===== src/rtl/pc_fetch_unit_if.sv =====
// Purpose: bundles the fetch unit's control inputs and its PC/Done outputs.
// Signals:
//   Start, JumpEqual, JumpNotEqual, OffsetEn, PCRegSelect[1:0], Ack, ZeroFlag,
//   OffsetData[OFF_WIDTH-1:0]       -> into the fetch unit
//   ProgCtr[PC_WIDTH-1:0], Done     <- from the fetch unit
// Modports: master (drives the controls, observes the PC), slave (the fetch unit).
interface pc_fetch_unit_if #(
  parameter int unsigned PC_WIDTH  = 10,
  parameter int unsigned OFF_WIDTH = 8
);
  logic                 Start;
  logic                 JumpEqual;
  logic                 JumpNotEqual;
  logic                 OffsetEn;
  logic [1:0]           PCRegSelect;
  logic                 Ack;
  logic                 ZeroFlag;
  logic [OFF_WIDTH-1:0] OffsetData;
  logic [PC_WIDTH-1:0]  ProgCtr;
  logic                 Done;

  modport master (
    output Start, JumpEqual, JumpNotEqual, OffsetEn, PCRegSelect, Ack, ZeroFlag, OffsetData,
    input  ProgCtr, Done
  );

  modport slave (
    input  Start, JumpEqual, JumpNotEqual, OffsetEn, PCRegSelect, Ack, ZeroFlag, OffsetData,
    output ProgCtr, Done
  );
endinterface


===== src/rtl/pc_fetch_unit.sv =====
// Purpose: program counter / fetch sequencer. Steps ProgCtr one instruction per
// cycle, saves return addresses into PCreg1..3 (spc) and branches through them
// (je/jne), and sequences program start (Start) and completion (Done).
// Ports:
//   Clk    rising-edge clock
//   Reset  asynchronous, active-high reset
//   bus    pc_fetch_unit_if.slave: decoder controls in, ProgCtr/Done out
module pc_fetch_unit #(
  parameter int unsigned PC_WIDTH  = 10,
  parameter int unsigned OFF_WIDTH = 8
) (
  input  logic             Clk,
  input  logic             Reset,
  pc_fetch_unit_if.slave   bus
);

  localparam int unsigned NUM_REGS = 3;

  localparam logic [1:0] S_IDLE = 2'd0;
  localparam logic [1:0] S_ARM  = 2'd1;
  localparam logic [1:0] S_RUN  = 2'd2;
  localparam logic [1:0] S_DONE = 2'd3;

  logic [1:0]          state, state_nxt;
  logic [PC_WIDTH-1:0] pc, pc_nxt;
  logic                done, done_nxt;
  logic [PC_WIDTH-1:0] pcreg     [NUM_REGS];
  logic [PC_WIDTH-1:0] pcreg_nxt [NUM_REGS];

  logic [PC_WIDTH-1:0] pc_inc_c;
  logic [PC_WIDTH-1:0] off_sum_c;
  logic [1:0]          sel_idx_c;
  logic                sel_any_c;
  logic                strobe_c;
  logic                taken_c;

  // Datapath helpers; all sums wrap modulo 2**PC_WIDTH by truncation.
  assign pc_inc_c  = pc + PC_WIDTH'(1);
  assign off_sum_c = pc + PC_WIDTH'(bus.OffsetData);
  assign sel_idx_c = bus.PCRegSelect - 2'd1;
  assign sel_any_c = (bus.PCRegSelect != 2'd0);
  assign strobe_c  = bus.JumpEqual | bus.JumpNotEqual;
  // Both strobes together is illegal but resolves to taken regardless of the flag.
  assign taken_c   = (bus.JumpEqual & bus.ZeroFlag) | (bus.JumpNotEqual & ~bus.ZeroFlag);

  // State and datapath registers.
  always_ff @(posedge Clk or posedge Reset) begin
    if (Reset) begin
      state <= S_IDLE;
      pc    <= '0;
      done  <= 1'b0;
      for (int i = 0; i < NUM_REGS; i++) pcreg[i] <= '0;
    end else begin
      state <= state_nxt;
      pc    <= pc_nxt;
      done  <= done_nxt;
      for (int i = 0; i < NUM_REGS; i++) pcreg[i] <= pcreg_nxt[i];
    end
  end

  // Next-state and datapath selection.
  always_comb begin
    state_nxt = state;
    pc_nxt    = pc;
    done_nxt  = done;
    for (int i = 0; i < NUM_REGS; i++) pcreg_nxt[i] = pcreg[i];

    case (state)
      S_IDLE: begin
        pc_nxt = '0;
        if (bus.Start) begin
          state_nxt = S_ARM;
          done_nxt  = 1'b0;
        end
      end
      S_ARM: begin
        pc_nxt   = '0;
        done_nxt = 1'b0;
        if (!bus.Start) state_nxt = S_RUN;
      end
      S_RUN: begin
        if (bus.Start) begin
          // Restart request overrides everything, including the halt word.
          state_nxt = S_ARM;
          pc_nxt    = '0;
          done_nxt  = 1'b0;
        end else if (bus.Ack) begin
          state_nxt = S_DONE;
          done_nxt  = 1'b1;
        end else if (strobe_c) begin
          pc_nxt = (taken_c && sel_any_c) ? pcreg[sel_idx_c] : pc_inc_c;
        end else begin
          if (sel_any_c) pcreg_nxt[sel_idx_c] = bus.OffsetEn ? off_sum_c : pc_inc_c;
          pc_nxt = pc_inc_c;
        end
      end
      S_DONE: begin
        if (bus.Start) begin
          state_nxt = S_ARM;
          pc_nxt    = '0;
          done_nxt  = 1'b0;
        end
      end
      default: state_nxt = S_IDLE;
    endcase
  end

  assign bus.ProgCtr = pc;
  assign bus.Done    = done;

endmodule


===== src/flat_wrapper.sv =====
// flat-port wrapper written by rule: the top's interface ports become plain ports
module pc_fetch_unit_flat 
#(
  parameter int unsigned PC_WIDTH  = 10,
  parameter int unsigned OFF_WIDTH = 8
)
  (Clk, Reset, bus_Start, bus_JumpEqual, bus_JumpNotEqual, bus_OffsetEn, bus_PCRegSelect, bus_Ack, bus_ZeroFlag, bus_OffsetData, bus_ProgCtr, bus_Done);
  pc_fetch_unit_if #(.PC_WIDTH(PC_WIDTH), .OFF_WIDTH(OFF_WIDTH)) bus_i ();
  input  logic Clk;
  input  logic Reset;
  input wire logic [$bits(bus_i.Start)-1:0] bus_Start;
  input wire logic [$bits(bus_i.JumpEqual)-1:0] bus_JumpEqual;
  input wire logic [$bits(bus_i.JumpNotEqual)-1:0] bus_JumpNotEqual;
  input wire logic [$bits(bus_i.OffsetEn)-1:0] bus_OffsetEn;
  input wire logic [$bits(bus_i.PCRegSelect)-1:0] bus_PCRegSelect;
  input wire logic [$bits(bus_i.Ack)-1:0] bus_Ack;
  input wire logic [$bits(bus_i.ZeroFlag)-1:0] bus_ZeroFlag;
  input wire logic [$bits(bus_i.OffsetData)-1:0] bus_OffsetData;
  output wire logic [$bits(bus_i.ProgCtr)-1:0] bus_ProgCtr;
  output wire logic [$bits(bus_i.Done)-1:0] bus_Done;
  assign bus_i.Start = bus_Start;
  assign bus_i.JumpEqual = bus_JumpEqual;
  assign bus_i.JumpNotEqual = bus_JumpNotEqual;
  assign bus_i.OffsetEn = bus_OffsetEn;
  assign bus_i.PCRegSelect = bus_PCRegSelect;
  assign bus_i.Ack = bus_Ack;
  assign bus_i.ZeroFlag = bus_ZeroFlag;
  assign bus_i.OffsetData = bus_OffsetData;
  assign bus_ProgCtr = bus_i.ProgCtr;
  assign bus_Done = bus_i.Done;
  pc_fetch_unit #(.PC_WIDTH(PC_WIDTH), .OFF_WIDTH(OFF_WIDTH)) u_core (.Clk(Clk), .Reset(Reset), .bus(bus_i));
endmodule

===== config.mk =====
export PLATFORM = sky130hd
export DESIGN_NAME = pc_fetch_unit_flat
export DESIGN_NICKNAME = d
export VERILOG_FILES = /design/src/rtl/pc_fetch_unit_if.sv /design/src/rtl/pc_fetch_unit.sv /design/src/flat_wrapper.sv
export SDC_FILE = /design/constraint.sdc
export NUM_CORES = 1
export LEC_CHECK = 0
export CORE_MARGIN = 5
export CORE_UTILIZATION = 55
export CTS_CLUSTER_DIAMETER = 30
export CTS_CLUSTER_SIZE = 8
export DETAILED_ROUTE_END_ITERATION = 12
export PLACE_DENSITY = 0.8
export SLEW_MARGIN = 5
export SYNTH_ARGS = -nofsm -noshare
export SYNTH_HDL_FRONTEND = slang
export SYNTH_SLANG_ARGS = --single-unit

===== constraint.sdc =====
create_clock -name Clk -period 3.24 [get_ports Clk]
set_input_delay 0.648 -clock Clk [delete_from_list [all_inputs] [get_ports Clk]]
set_output_delay 0.648 -clock Clk [all_outputs]
set_load 0.03 [all_outputs]

---- Word-level counts from Yosys, hierarchy flattened ----
Cells that the tools add are included.
operators by class
  add/sub/neg operators ................... 3
  order comparisons ....................... 2
  equality and inequality tests ........... 8
  multiplexer cells ....................... 22
  bitwise operators ....................... 9
  reduce and logical (&&, ||, !) cells .... 10
operator list
  operator                                                                      count
  10-bit two-way mux                                                            9
  30-bit bitwise mux                                                            1
  10-bit one-hot mux with 3 select lines                                        1
  10-bit binary-select mux with 2-bit select                                    1
  10-bit demux with 2-bit select                                                1
  10-bit by 1-bit adder with 10-bit output, second input constant               1
  10-bit by 8-bit adder with 10-bit output                                      1
  2-bit two-way mux                                                             4
  3-bit inequality test, second input constant                                  2
  2-bit one-hot mux with 3 select lines                                         1
  5-bit AND reduction                                                           1
  2-bit equality test, second input constant                                    2
  2-bit inequality test, second input constant                                  2
  1-bit NOT                                                                     4
  2-bit AND reduction                                                           2
  2-bit OR reduction                                                            2
  3-bit greater-or-equal comparator, second input constant                      1
  3-bit by 1-bit less-than comparator with 1-bit output, second input constant  1
  1-bit two-way mux                                                             3
  2-bit NOT with 3-bit output                                                   1
  1-bit one-hot mux with 3 select lines                                         1
  3-bit AND reduction                                                           1
  1-bit bitwise AND                                                             2
  2-bit by 1-bit equality test with 1-bit output, second input constant         1
  6 further kinds                                                               8
storage, ports and cells
  bits in registers ....................... 43
  input bits .............................. 18
  output and inout port bits .............. 11
  logic and storage cells ................. 60

---- Depth between registers and ports, before layout ----
Gate-level depths: netlist of the first run.
  depth in word-level cells ............... 10
  mapped depth ............................ 9
  mapped depth without buffers ............ 7

---- Worst setup path after synthesis of the first run ----
OpenSTA, ideal clock, no wires.
  path kind ............................... input-to-reg
  start ................................... in bus_OffsetData[0]
  end ..................................... reg u_core.pcreg[16] (netlist name)
  setup time .............................. 125 ps
  arrival ................................. 2304 ps
  required time ........................... 3115 ps
  slack ................................... 811 ps
  stages .................................. 7
  path buffers ............................ 0
  path through ............................ ha_1 fa_1 a211o_1 a2111oi_2 a31o_1 a21oi_1 mux2_2
between the ends
  longest elaborated chain between the ends .. 3
ends and longest elaborated chain
  item                                      line                 source
  from (decl)                               flat_wrapper.sv:18   input wire logic [$bits(bus_i.OffsetData)-1:0] bus_OffsetData;
  10-bit by 8-bit adder with 10-bit output  pc_fetch_unit.sv:39  assign off_sum_c = pc + PC_WIDTH'(bus.OffsetData);
  10-bit two-way mux                        pc_fetch_unit.sv:93  if (sel_any_c) pcreg_nxt[sel_idx_c] = bus.OffsetEn ? off_sum_c : pc_inc_c;
  30-bit bitwise mux                        pc_fetch_unit.sv:93
  to (decl)                                 pc_fetch_unit.sv:27  logic [PC_WIDTH-1:0] pcreg [NUM_REGS];
Every way passes these cells.
A chain may end at the register's enable or synchronous reset.

---- Worst setup path after layout of the first run ----
  start ................................... in bus_OffsetData[0]
  end ..................................... reg u_core.pcreg[8] (netlist name)
The elaborated chain is that of the path after synthesis.

==> impl_metrics.toml, run 1 <==
[outcome]
status = "finished clean"

[clock_tree]
htreeDepth = 2
cts_hold_buf = 0
cts_resized = 0
cts_sinks = 43
cts-root-buf = "clkbuf_8"
cts_buffer_depth = 2
clock_latency_ns = 0.30
cts.clk_slew.worst_paths_ns = 0.08
tritoncts = "yes"
cts_setup_buffers = 0
numCtsBuffers = 5

[worst_setup_path]
cp-start-kind = "input port"
required_ns = 3.43
critPathKind = "in2reg"
cp.arrival_ns = 2.84
worst_path_max_delay_cell = "fa_1"
crit_path_end_kind = "register"
cp_cell_sequence = "clkdlybuf4s50_1, ha_1, fa_1, a211o_1, a211oi_2, o211ai_1, o311a_1, mux2_4"
worstPathMaxFanout = 3
slowest_delay_ns = 0.43
worstRegToRegCells = 7

[detailed_routing]
vias = 2374
wire_per_inst_um = 17.0
drtPass1Iterations = 5
ant_nets = 0
vias_per_cell = 5.95
wirelength_mm = 6.79
drc_errors = 0
drtIter0Drc = 194

[timing]
min_period_ns = 2.65
fin_crit_sh_pct = 81.8
skew_ns = 0.00893
slew_violations = 0
hold_viol = 0
slew_headroom_pct = 51.6
setup_viol_count_final = 0
tns_ns = 0
rsz0062_at_grt = "no"
max_freq_mhz = 377
worstMarginPinSlew_ns = 0.723

[global_route]
grt_util_met3_pct = 3.46
grt_use_met2_pct = 37.3
grt_antenna_before_repair = 0
grt_remaining_overflow = 0
grt_pass1_wl_mm = 11.2
busiest_layer = "met2"
grt_pass1_vias = 2304
track_usage_pct = 21.9
grt_max_degree = 44
gr-usage-met1_pct = 28.3

[layout]
nFillCells = 433
nNetsFinal = 364
antenna_cells = 0
drive_gt1_share_pct = 15.5
area_growth_pct = 14.3
layout.cells.non_filler = 399

[die]
num_rows = 26
dieArea_sq_um = 6850
start_util_pct = 56.7
core-area_sq_um = 5140
die_x_um = 82.8
die_h_um = 82.8
io_pins = 29

[min_path]
hp-class = "reg2reg"
min_path_cells = 2

[synth]
synth.mux.area_fraction_pct = 13.1
synth_common_cells = "43 x dfrtp_1, 30 x o21ai_0, 27 x mux2_2"
synthAdderAreaFrac_pct = 7.56
synth_top_cell_area_share_pct = 36.9
synthArstFlopShare_pct = 100
yosysSeqAreaShare_pct = 36.9
avgSynthCellArea_sq_um = 9.62
ys.flop_type = "dfrtp_1"
postSynthCellCount = 303
synth_top_family_by_area = "compound AO/OA/AOI/OAI gates"
synth_compound_area_share_pct = 20.6
synth-edff-count = 0
netlist_area_sq_um = 2910
synth.most_common_cell = "dfrtp_1"
ys_types = 57
synthTopCellsByArea = "dfrtp_1 37%, mux2_2 10%, ha_1 6.9%"
yosysWarnings = 0
yosys.area_share.simple_pct = 16.2
synth_top_cell_by_area = "dfrtp_1"
synth_nets = 338
synthXorXnorAreaFrac_pct = 1.50
ys_seq_elements = 43

[placed_design]
dp_hpwl_mm = 5.02
gp_congestion = 0.850
port_buffers = 28
dp_cells = 392

[power]
p_per_area_nw_per_um2 = 389
peakVddDrop_mv = 0.252
power.leakage_nw = 1.53

[run]
max_cap_viol_count = 0
area by class of cell:
| class | count | area [sq um] | area share [%] |
|---|---|---|---|
| inverter | 8 | 30.0 | 0.901 |
| clock inverter | 1 | 30.0 | 0.901 |
| sequential | 43 | 1080 | 32.3 |
| multi-input combinational | 238 | 1720 | 51.6 |
| tap | 70 | 87.6 | 2.63 |
| clock buffer | 6 | 72.6 | 2.18 |
| timing repair buffer | 33 | 318 | 9.54 |
cells by family after synthesis:
| family | after synthesis |
|---|---|
| muxes | 34 |
| and+or+nand+nor | 89 |
| xor gates and xnor gates | 5 |
| DFF | 43 |
| AOI/OAI and AO/OA | 93 |
| buffers and inverters | 22 |
| adders and majority gates | 17 |
worst max-delay path: cells and delay by family:
| kind | cells | cell delay [ns] |
|---|---|---|
| adder cells (fa/ha/maj) | 2 | 0.64 |
| multiplexers | 1 | 0.27 |
| AO/OA/AOI/OAI | 4 | 0.88 |
| buffers and inverters | 1 | 0.40 |
per-layer routing:
metal / part of all wire (%) / vias to the layer above
li1: - / 1167
met5: 0 / -
met3: 4.6 / 8
met2: 48 / 52
met4: 1.4 / 0
met1: 46 / 1147
worst paths after layout:
check	start	endpoint	slack, ns
worst max-delay path	bus_OffsetData[0]	u_core.pcreg[8]	0.59
worst min-delay path	u_core.pcreg[21]	u_core.pcreg[21]	0.49
worst max register to register	u_core.bus.ProgCtr[0]	u_core.pcreg[8]	0.79
worst min register to register	u_core.pcreg[21]	u_core.pcreg[21]	0.49
max in group asynchronous	Reset	u_core.pcreg[21]	2.08
min in group asynchronous	Reset	u_core.pcreg[0]	0.79
cells in the final DEF, fill, tap and decap left out, drive strengths merged, types with 2 or more instances in the layout:
cell           Yosys  final
dfrtp             43     43
nor3               7      7
and2               3      3
clkdlybuf4s50      0     28
a22oi              9      9
a21oi             19     19
xor2               3      3
o21a               4      4
a211o              2      2
o311ai             2      2
nand2             23     23
mux2i              5      5
ha                16     16
nand2b             2      2
a211oi             2      2
nor2b              7      7
xnor2              2      2
o31ai              2      2
nor4b              2      2
nand3              8      8
nor2              26     26
and4               5      5
o21ai             31     31
or3                2      2
inv                8      8
a21o               6      6
o211ai             2      2
clkbuf             5      6
mux2              29     29
a31oi              5      5
buf                9      5
power by group:
group | internal [mW] | leakage, nW | switching [mW]
logic | 0.121 | 0.884 | 0.168
registers | 0.572 | 0.592 | 0.0256
clock network | 0.226 | 0.0513 | 0.183
total | 0.919 | 1.53 | 0.377
flip-flops by register name, summed over array words and instances (netlist names):
name	flops
u_core.pcreg	30
u_core.bus.ProgCtr	10
u_core.state	2
u_core.bus.Done	1
metrics by stage:
stage | instance area (sq um) | hold slack [ns] | setup WS (ns) | power, mW | utilization, %
2_1_floorplan | 2910 | 0.444 | 0.811 | 0.802 | -
3_3_place_gp | 3230 | 0.457 | 0.304 | 0.881 | 62.8
3_5_place_dp | 3230 | 0.471 | 0.265 | 0.895 | 62.8
4_1_cts | 3330 | 0.488 | 0.590 | 1.29 | 64.8
5_1_grt | 3330 | 0.529 | 0.506 | 1.36 | 64.8
6_report | 3330 | 0.489 | 0.589 | 1.30 | 64.8
Note: power is estimated with default switching activity, not from simulation.
==> run 2: changes to the inputs <==
CORE_UTILIZATION = 52   (was 55)
clock period = 2.43 ns   (was 3.24 ns; I/O delays follow)
==> impl_metrics.toml, run 2 (synthesis gave the netlist of run 1 again) <==
[outcome]
status = "finished clean"

[die]
io_pins = 29
num_rows = 27
die_h_um = 84.9
dieArea_sq_um = 7200
core-area_sq_um = 5470
die_x_um = 84.9
start_util_pct = 53.2

[clock_tree]
cts.clk_slew.worst_paths_ns = 0.08
tritoncts = "yes"
cts_hold_buf = 0
clock_latency_ns = 0.30
htreeDepth = 2
cts_buffer_depth = 2
cts-root-buf = "clkbuf_8"
numCtsBuffers = 5
cts_sinks = 43

[placed_design]
port_buffers = 28
gp_congestion = 0.858
dp_hpwl_mm = 5.40

[detailed_routing]
ant_nets = 0
wirelength_mm = 7.07
vias = 2553
drc_errors = 0
drtIter0Drc = 145
wire_per_inst_um = 16.1
vias_per_cell = 5.82
drtPass1Iterations = 4

[worst_setup_path]
worstPathMaxFanout = 3
cp_cell_sequence = "clkdlybuf4s50_1, fa_2, a211o_1, a2111oi_2, a31o_1, a21oi_2, mux2_4"
cp-startpoint = "bus_OffsetData[1]"
worst_path_max_delay_cell = "clkdlybuf4s50_1"
worstRegToRegCells = 7
critPathKind = "in2reg"
cp.arrival_ns = 2.48
timing.rr.start = "u_core.bus.ProgCtr[0]"
crit_path_end_kind = "register"
cp-start-kind = "input port"
r2r-end = "u_core.pcreg[16]"
slowest_delay_ns = 0.45
r2r_setup_slack_ns = 0.16
required_ns = 2.62

[timing]
rsz0062_at_grt = "no"
setup_viol_count_final = 0
fin_hold_ws_ns = 0.487
tns_ns = 0
slew_headroom_pct = 64.0
min_period_ns = 2.29
worstMarginPinSlew_ns = 0.540
skew_ns = 0.0125
hold_viol = 0
fin_crit_sh_pct = 94.2
slew_violations = 0
max_freq_mhz = 437

[power]
peakVddDrop_mv = 0.324
power.leakage_nw = 1.72
p_per_area_nw_per_um2 = 475

[layout]
area_growth_pct = 25.0
largest-register = "u_core.pcreg"
largest_reg_flops = 30
final_common_cell = "dfrtp_1"
drive_gt1_share_pct = 25.6
final_cell_mix = "43 x dfrtp_1, 41 x buf_4, 30 x o21ai_0"
antenna_cells = 0
final_core_util_pct = 66.6
nNetsFinal = 401

[min_path]
hp-start = "u_core.pcreg[27]"
hp-class = "reg2reg"
hold-path-endpoint = "u_core.pcreg[27]"
min_path_cells = 2

[global_route]
grt_pass1_vias = 2595
grt_pass1_wl_mm = 12.3
grt_max_degree = 44
track_usage_pct = 20.9
grt_antenna_before_repair = 0
grt_remaining_overflow = 0

[run]
max_cap_viol_count = 0
[run 2: changes by cell type in the layout (fill, tap and decap cells not counted), moves of 2 or more]
| cell | change |
|---|---|
| buf_4 | +36 |
| clkbuf_8 | +2 |
| ha_1 | -2 |
| ha_2 | +2 |
[run 2: area by class of cell]
type                            count  area, sq um
Sequential cell                    43         1080
Inverter                            8         30.0
Clock inverter                      1         7.51
Fill cell                         429         1830
Tap cell                           72         90.1
Multi-Input combinational cell    238         1730
Timing Repair Buffer               70          611
Clock buffer                        7         96.3
[run 2: metrics by stage]
stage | cell area (sq um) | total power, mW | setup slack, ns | std cells
floorplan | 2910 | 1.07 | 0.0137 | 303
global placement | 3510 | 1.21 | -0.287 | 430
detailed placement | 3510 | 1.23 | -0.357 | 430
CTS | 3620 | 1.74 | 0.0134 | 438
global route | 3640 | 1.83 | 0.0496 | 439
finish | 3640 | 1.73 | 0.142 | 439
[run 2: worst max path at each step]
stage	slack (ns)	to	depth (start not counted)
final	0.14	u_core.pcreg[16]	7
after global routing	0.05	u_core.bus.ProgCtr[3]	9
after floorplan	0.01	u_core.pcreg[16]	7
after CTS	0.01	u_core.pcreg[16]	8
after global placement	-0.29	u_core.pcreg[6]	8
after detailed placement	-0.36	u_core.pcreg[16]	8
[run 2: worst max-delay path: cells and delay by family]
kind	cells	cell delay, ns
muxes	1	0.28
adders and majority gates	1	0.36
buffers and inverters	1	0.45
AOI/OAI and AO/OA	4	0.89
[run 2: per-layer routing]
layer,vias up,track usage (%),wire (um)
met5,-,0,0
met4,0,7.91,180
met3,22,3.50,302
met2,68,33.2,3380
met1,1219,28.7,3210
li1,1244,-,-
[run 2: power by group]
group	switching, mW	internal, mW	leakage (nW)
Sequential	0.0324	0.763	0.592
Clock	0.247	0.259	0.0505
Combinational	0.232	0.197	1.08
[run 2: what timing repair did]
| item | 4_1_cts | 5_1_grt |
|---|---|---|
| endpoints found under the hold margin | 0 | 0 |
| gates resized for setup | 2 | 4 |
| setup buffers | 0 | 1 |
| endpoints found under the setup margin | 3 | 9 |
| pin swaps | 1 | 4 |
==> run 3: changes to the inputs <==
SETUP_SLACK_MARGIN = 0.05   (was not set)
==> impl_metrics.toml, run 3 (synthesis gave the netlist of run 1 again) <==
[worst_setup_path]
cp-start-kind = "input port"
cp_cell_sequence = "clkdlybuf4s50_1, fa_2, a211o_1, a211oi_2, o211ai_1, o311a_1, mux2_4"
worstPathMaxFanout = 3
crit_path_end_kind = "register"
path_buf_inv = 1
worst_path_max_delay_cell = "clkdlybuf4s50_1"
critPathKind = "in2reg"
cp.arrival_ns = 2.45
slowest_delay_ns = 0.46
required_ns = 2.62
r2r_setup_slack_ns = 0.19
path_delay_family = "compound AO/OA/AOI/OAI gates"

[layout]
largest-register = "u_core.pcreg"
layout.cells.non_filler = 438
nNetsFinal = 400
final_common_cell = "dfrtp_1"
drive_gt1_share_pct = 25.7
final_cell_mix = "42 x dfrtp_1, 41 x buf_4, 30 x o21ai_0"
final-seq-area_sq_um = 1080
area_growth_pct = 24.5
largest_reg_flops = 30
nFillCells = 440
antenna_cells = 0
multi_input_area_sq_um = 1750

[die]
dieArea_sq_um = 7200
num_rows = 27
io_pins = 29
start_util_pct = 53.2
die_h_um = 84.9
core-area_sq_um = 5470
die_x_um = 84.9

[timing]
fin_ws_ns = 0.167
skew_ns = 0.0127
fin_hold_ws_ns = 0.486
slew_headroom_pct = 63.5
setup_viol_count_final = 0
max_freq_mhz = 442
worstMarginPinSlew_ns = 0.547
rsz0062_at_grt = "no"
slew_violations = 0
fin_crit_sh_pct = 93.1
min_period_ns = 2.26
hold_viol = 0

[detailed_routing]
ant_nets = 0
wl_met1_mm = 3.26
top_layer = "met4"
wl_met3_um = 383
wire_per_inst_um = 16.6
vias_per_cell = 5.83
wl_met2_mm = 3.44
wirelength_mm = 7.26
drtIter0Drc = 251
drtPass1Iterations = 4
vias = 2555
drc_errors = 0

[placed_design]
gp_congestion = 0.817
dp_cells = 429
port_buffers = 28
place_ws_ns = -0.327
dp_hpwl_mm = 5.42

[clock_tree]
clock_latency_ns = 0.30
cts_sinks = 43
htreeDepth = 2
cts_buffer_depth = 2
numCtsBuffers = 5
cts-root-buf = "clkbuf_8"
cts.clk_slew.worst_paths_ns = 0.08
tritoncts = "yes"
cts_hold_buf = 0

[global_route]
grt_pass1_wl_mm = 12.0
grt_antenna_before_repair = 0
track_usage_pct = 20.8
grt_remaining_overflow = 0
grt_max_degree = 44
grt_pass1_vias = 2513

[run]
max_cap_viol_count = 0

[min_path]
hp-class = "reg2reg"

[power]
fin_total_pwr_mw = 1.71
power.leakage_nw = 1.71
peakVddDrop_mv = 0.308
p_per_area_nw_per_um2 = 471

[outcome]
status = "finished clean"
[run 3: worst paths after layout]
kind                                       start                    end  depth (start not counted)
max                            bus_OffsetData[1]        u_core.pcreg[8]                          7
min                              u_core.pcreg[0]        u_core.pcreg[0]                          2
max reg2reg                u_core.bus.ProgCtr[0]        u_core.pcreg[8]                          7
min reg2reg                      u_core.pcreg[0]        u_core.pcreg[0]                          2
max in group asynchronous                  Reset  u_core.bus.ProgCtr[0]                          3
min in group asynchronous                  Reset       u_core.pcreg[22]                          3
[run 3: per-layer routing]
layer | global-route usage [%] | up-vias
met5 | 0 | -
met3 | 3.98 | 16
met2 | 33.2 | 82
met4 | 9.64 | 0
met1 | 27.3 | 1213
li1 | - | 1244
[run 3: stage by stage]
stage | setup TNS (ns) | utilization (%) | instance area (sq um)
6_report | 0 | 66.3 | 3630
3_3_place_gp | -4.94 | 63.9 | 3500
3_5_place_dp | -6.01 | 63.9 | 3500
2_1_floorplan | 0 | - | 2920
4_1_cts | 0 | 66.0 | 3610
5_1_grt | 0 | 66.3 | 3630
[run 3: what timing repair did]
| item | 4_1_cts | 5_1_grt |
|---|---|---|
| pin swaps | 4 | 2 |
| setup buffers | 1 | 0 |
| endpoints found under the hold margin | 0 | 0 |
| cloned | 0 | 0 |
| setup endpoints to repair | 6 | 9 |
| resized for setup | 5 | 2 |
[run 3: final cells by class]
cell class	instances	area share (%)
well taps	72	2.48
clock inverters	2	0.448
flip-flops and latches	43	29.7
inverters	8	0.828
multi-input cells	238	48.1
repair buffers	69	16.2
clock buffers	6	2.28
[run 3: report_power, final]
group,switching [mW],total (mW),internal (mW)
sequential,0.0320,0.795,0.763
clock,0.256,0.488,0.232
combinational,0.235,0.427,0.192
total,0.523,1.71,1.19
[run 3: worst register-to-register path, delay by kind of cell (launching register included)]
kind,cells,cell delay [ns]
DFF,1,0.42
muxes,1,0.28
AOI/OAI and AO/OA,4,0.87
adders and majority gates,2,0.56
